<file path="src/rtl/dbus_arbiter_n.sv">
// dbus_arbiter_n: round-robin arbiter that funnels NUM_MASTERS request
// ports onto a single slave port. The FSM has two states, IDLE and BUSY.
// Once a master is granted, it keeps the bus until its transfer
// completes or it drops its strobe.
//
// Optional feature, controlled by macro DBUS_ARB_TIMEOUT_EN:
// a stalled slave is cut off after TIMEOUT consecutive wait cycles.
// In that cycle the arbiter returns 32'hDEAD_BEEF and pulses err.
//
// state | meaning
// IDLE  | no owner; pick the next requester at or after ptr
// BUSY  | grant owns the slave port until completion or abort
module dbus_arbiter_n #(
    parameter int NUM_MASTERS = 4,
    parameter int AW          = 32,
    parameter int DW          = 32,
    parameter int TIMEOUT     = 255
) (
    input  logic                            clk,
    input  logic                            rst,
    input  logic [NUM_MASTERS*AW-1:0]       addrM,
    input  logic [NUM_MASTERS*DW-1:0]       doutM,
    input  logic [NUM_MASTERS*DW/8-1:0]     dmM,
    input  logic [NUM_MASTERS-1:0]          stbM,
    output logic [DW-1:0]                   dinM,
    output logic [NUM_MASTERS-1:0]          nakM,
    output logic [AW-1:0]                   addrS,
    output logic [DW-1:0]                   dinS,
    output logic [DW/8-1:0]                 dmS,
    output logic                            stbS,
    input  logic [DW-1:0]                   doutS,
    input  logic                            nakS,
    output logic [$clog2(NUM_MASTERS)-1:0]  grant,
    output logic                            err
);

    localparam int GW = $clog2(NUM_MASTERS);
    localparam int MW = DW / 8;

    if (NUM_MASTERS < 2 || NUM_MASTERS > 8 || TIMEOUT < 1) begin : g_param_check
        $error("dbus_arbiter_n: NUM_MASTERS must be 2..8 and TIMEOUT >= 1");
    end

    typedef enum logic {
        IDLE = 1'b0,
        BUSY = 1'b1
    } state_t;

    state_t          state_q, state_d;
    logic [GW-1:0]   grant_q, grant_d;
    logic [GW-1:0]   ptr_q, ptr_d;
    logic [GW-1:0]   pick;
    logic            pick_found;
    logic [2*NUM_MASTERS-1:0] req_dbl;
    logic [NUM_MASTERS-1:0]   req_rot;
    logic [GW:0]     idx_sum;
    logic            sel_stb;
    logic            timeout_hit;
    logic            xfer_done;

    assign grant = grant_q;

    // Route the granted master's request fields onto the slave port.
    always_comb begin
        addrS   = '0;
        dinS    = '0;
        dmS     = '0;
        sel_stb = 1'b0;
        for (int i = 0; i < NUM_MASTERS; i++) begin
            if (grant_q == GW'(i)) begin
                addrS   = addrM[i*AW +: AW];
                dinS    = doutM[i*DW +: DW];
                dmS     = dmM[i*MW +: MW];
                sel_stb = stbM[i];
            end
        end
    end

    assign stbS      = (state_q == BUSY) && sel_stb;
    assign xfer_done = stbS && (!nakS || timeout_hit);

    // Only the owner sees the slave wait; everyone else is held off.
    always_comb begin
        nakM = '1;
        if (state_q == BUSY) begin
            for (int i = 0; i < NUM_MASTERS; i++) begin
                if (grant_q == GW'(i)) begin
                    nakM[i] = nakS && !timeout_hit;
                end
            end
        end
    end

    // Round-robin pick: rotate requests so that ptr sits at bit 0, then take the lowest set bit.
    always_comb begin
        req_dbl    = {stbM, stbM} >> ptr_q;
        req_rot    = req_dbl[NUM_MASTERS-1:0];
        pick       = '0;
        pick_found = 1'b0;
        idx_sum    = '0;
        for (int i = 0; i < NUM_MASTERS; i++) begin
            if (!pick_found && req_rot[i]) begin
                idx_sum = {1'b0, ptr_q} + (GW+1)'(i);
                if (idx_sum >= (GW+1)'(NUM_MASTERS)) begin
                    idx_sum = idx_sum - (GW+1)'(NUM_MASTERS);
                end
                pick       = idx_sum[GW-1:0];
                pick_found = 1'b1;
            end
        end
    end

    // Next-state logic: the grant is frozen in BUSY, and ptr advances only on completion.
    always_comb begin
        state_d = state_q;
        grant_d = grant_q;
        ptr_d   = ptr_q;
        case (state_q)
            IDLE: begin
                if (|stbM) begin
                    grant_d = pick;
                    state_d = BUSY;
                end
            end
            BUSY: begin
                if (!sel_stb) begin
                    state_d = IDLE;
                end else if (xfer_done) begin
                    state_d = IDLE;
                    ptr_d   = (grant_q == GW'(NUM_MASTERS-1)) ? '0 : grant_q + 1'b1;
                end
            end
            default: state_d = IDLE;
        endcase
    end

    // State, grant and round-robin pointer registers.
    always_ff @(posedge clk or posedge rst) begin
        if (rst) begin
            state_q <= IDLE;
            grant_q <= '0;
            ptr_q   <= '0;
        end else begin
            state_q <= state_d;
            grant_q <= grant_d;
            ptr_q   <= ptr_d;
        end
    end

`ifdef DBUS_ARB_TIMEOUT_EN
    localparam int TW = $clog2(TIMEOUT + 1);
    localparam logic [DW-1:0] DEAD_WORD = DW'(32'hDEAD_BEEF);

    logic [TW-1:0] wait_q;

    // The timeout fires on the TIMEOUT-th consecutive wait cycle, so it compares against one less.
    assign timeout_hit = stbS && nakS && (wait_q == TW'(TIMEOUT - 1));

    // Count consecutive stalled cycles; clear on completion, on abort, or on leaving BUSY.
    always_ff @(posedge clk or posedge rst) begin
        if (rst) begin
            wait_q <= '0;
        end else if (stbS && nakS && !timeout_hit) begin
            wait_q <= wait_q + 1'b1;
        end else begin
            wait_q <= '0;
        end
    end

    assign err  = timeout_hit;
    assign dinM = timeout_hit ? DEAD_WORD : doutS;
`else
    assign timeout_hit = 1'b0;
    assign err         = 1'b0;
    assign dinM        = doutS;
`endif

endmodule
</file>
<file path="config.mk">
export PLATFORM = sky130hd
export DESIGN_NAME = dbus_arbiter_n
export DESIGN_NICKNAME = d
export VERILOG_FILES = /design/src/rtl/dbus_arbiter_n.sv
export SDC_FILE = /design/constraint.sdc
export NUM_CORES = 1
export LEC_CHECK = 0
export ABC_AREA = 1
export CAP_MARGIN = 0
export CORE_AREA = 2 2 163 165
export DETAILED_ROUTE_END_ITERATION = 6
export DIE_AREA = 0 0 165 167
export MAX_ROUTING_LAYER = met4
export PLACE_DENSITY = 0.53
export SETUP_SLACK_MARGIN = 0.02
export SLEW_MARGIN = 20
export SYNTH_ARGS = -nofsm -noshare
export SYNTH_HDL_FRONTEND = slang
export SYNTH_SLANG_ARGS = --single-unit
export TNS_END_PERCENT = 50
</file>
<file path="constraint.sdc">
create_clock -name clk -period 2.4 [get_ports clk]
set_input_delay 0.48 -clock clk [delete_from_list [all_inputs] [get_ports clk]]
set_output_delay 0.48 -clock clk [all_outputs]
set_load 0.01 [all_outputs]
</file>
==> flow_metrics.py <==
metrics = {
    "status": {
        "status": "completed",
    },
    "timing": {
        "fmax_mhz": 425,
        "finalMaxSlewViolations": 0,
        "min_period_over_period_pct": 98.1,
        "fin_ws_ps": 44.5,
        "period_minus_slack_ps": 2360,
        "hold_viol_final": 0,
        "finalSetupViolCount": 0,
        "skew_ps": 4.21,
        "rsz0062_at_grt": "yes",
        "fin_tns_setup_ps": 0,
    },
    "die": {
        "die_h_um": 167,
        "core_um2": 25800,
        "die_area_um2": 27600,
        "initial_utilization_pct": 11.5,
        "num_rows": 59,
        "die_w_um": 165,
        "io_pins": 419,
    },
    "power_and_ir_drop": {
        "power.density_nw_per_um2": 1230,
        "power.total_mw": 9.27,
        "p_leak_nw": 3.05,
        "peakVddDrop_mv": 0.458,
    },
    "routing": {
        "antenna_left": 0,
        "vias": 5143,
        "vias_per_cell": 4.29,
        "drc": 0,
        "totalWireLength_mm": 23.1,
        "drt_iter0_drc": 286,
        "dr.pass1.iters": 5,
        "route.detailed.wl_per_inst_um": 19.3,
    },
    "layout": {
        "final_nets": 1179,
        "drive_above_1_share_pct": 27.1,
        "area_growth_pct": 154,
        "antennaDiodeCount": 0,
        "finish.instance_area_um2": 7540,
    },
    "clocking": {
        "clkLatencyLatePin_ps": 230,
        "numCtsBuffers": 3,
        "clockRootBuffer": "clkbuf_16",
        "clock_sinks": 5,
        "cts_max_path_buffers": 2,
        "clk_transition_reported_paths_ps": 40,
        "cts_tree": "built",
        "htreeDepth": 1,
        "cts_hold_buffers": 0,
    },
    "logic_synthesis": {
        "yosysUniqueCellTypes": 30,
        "synthCells": 497,
        "synth.top_cell.area_share_pct": 19.4,
        "syn_area_um2": 2970,
        "synth_top_area_cell": "a21oi_1",
        "netlist_top_cells_area": "a21oi_1 (19%), a22o_1 (14%), nand2_1 (10%)",
        "synthTopCellsByCount": "a21oi_1 (115), nand2_1 (81), nor2_1 (52)",
        "synth.most_common_cell": "a21oi_1",
        "yosys_warnings": 0,
        "synth-edff-count": 0,
        "synth_area_per_cell_um2": 5.97,
        "ys_seq_area_share_pct": 4.22,
        "synth_seq_cells": 5,
        "ys_async_sr_fraction_pct": 100,
        "synth_ff_type": "dfrtp_1",
        "synth_nets": 812,
    },
    "worst_setup_path": {
        "cp.buffers_inverters": 5,
        "critPathRequiredTime_ps": 1920,
        "cpPeakStageDelay_ps": 430,
        "path_class": "reg -> out",
        "cp_cell_sequence": "buf_4, buf_4, ha_4, buf_4, clkbuf_16, a21oi_1, a21oi_2, buf_2",
        "slowest_stage": "dfrtp_2",
        "startpoint_type": "flop",
        "cp.arrival_ps": 1880,
        "crit_top_cell": "buf_4",
        "crit_path_end_kind": "output port",
        "critPathTopFamily": "buffers and inverters",
        "cp_max_fo": 15,
    },
    "grt": {
        "overflow": 0,
        "grt_max_degree": 35,
        "antenna_found_initial": 0,
        "grt_pass1_wl_mm": 29.6,
        "grt_pass1_vias": 4864,
        "grt_usage_pct": 14.5,
    },
    "job": {
        "maxCapViolCount": 0,
    },
    "placement": {
        "gp_congestion": 0.863,
        "dp_hpwl_mm": 15.8,
        "post_dp_cell_area_um2": 7010,
        "dp_slack_ps": -149,
        "port_buffers": 353,
    },
    "hold_path": {
        "min_path_type": "in -> async",
    },
}
## registers in the layout, indices dropped and copies added (netlist names)
name and count:
ptr_q 2, grant 2, state_q 1
## cells by family (layout without fill, tap and decap cells)
group | count (synthesis) | in the layout | synth area share (%)
compound gates | 233 | 233 | 52.8
xor+xnor | 1 | 1 | 0.295
fa+ha+maj | 4 | 4 | 1.69
buf+inv | 98 | 464 | 20.0
flops | 5 | 5 | 4.22
other cells | 1 | 1 | 0.126
simple gates | 155 | 155 | 20.9
## worst paths after layout
| kind | startpoint | end | slack (ps) | cells past startpoint |
|---|---|---|---|---|
| worst max-delay path | grant[0]$_DFFE_PP0P_ | dmS[2] | 40 | 8 |
| worst min-delay path | rst | grant[1]$_DFFE_PP0P_ | 450 | 2 |
| worst max register to register | grant[0]$_DFFE_PP0P_ | ptr_q[0]$_DFFE_PP0P_ | 580 | 11 |
| worst min register to register | ptr_q[1]$_DFFE_PP0P_ | ptr_q[1]$_DFFE_PP0P_ | 670 | 2 |
| max in group asynchronous | rst | grant[0]$_DFFE_PP0P_ | 1750 | 2 |
| min in group clk | ptr_q[1]$_DFFE_PP0P_ | ptr_q[1]$_DFFE_PP0P_ | 670 | 2 |
## placed cells by master, fill, tap and decap left out, drive strengths merged
cell type and instances:
clkdlybuf4s50 281, buf 141, a21oi 116, nand2 83, nor2 53, a22o 46
o21ai 25, a22oi 22, o21a 22, nand3 18, clkbuf 18, inv 16
dfrtp 5, ha 4, clkdlybuf4s15 3, dlygate4sd2 3, clkinv 2, a41oi 1
xor2 1, nand4 1, o211ai 1, conb 1
## layer usage
| layer | GRT usage (%) | share of wire [%] | up-vias |
|---|---|---|---|
| met1 | 17.8 | 42 | 2406 |
| met3 | 2.71 | 8.3 | 22 |
| met2 | 24.7 | 49 | 242 |
| met5 | - | 0 | - |
| met4 | 2.76 | 1.4 | 0 |
| li1 | - | - | 2473 |
## power by group
part | internal [mW] | switching [mW]
clock network | 0.220 | 0.0571
registers | 0.129 | 0.0856
logic | 4.36 | 4.42
total | 4.71 | 4.56
## repair_timing
item | in CTS | in global routing
cloned | 7 | 9
setup buffers | 8 | 13
gates resized for setup | 271 | 75
hold endpoints to repair | 0 | 0
endpoints found under the setup margin | 72 | 69
pin swaps | 2 | 18
## through the flow
stage | utilization, % | instances | hold slack [ps]
after floorplan | - | 497 | 259
after global placement | 27.2 | 1161 | 648
after detailed placement | 27.2 | 1161 | 650
after CTS | 28.2 | 1180 | 453
after global routing | 29.3 | 1198 | 474
final | 29.3 | 1198 | 454
## area by class of cell
cell class	instances	area (um2)
clock buffers	4	78.8
fillers	2801	18200
inverters	18	92.6
multi-input cells	394	2450
flip-flops and latches	5	126
well taps	335	419
repair buffers	442	4370
Note: power is estimated with default switching activity, not from simulation.
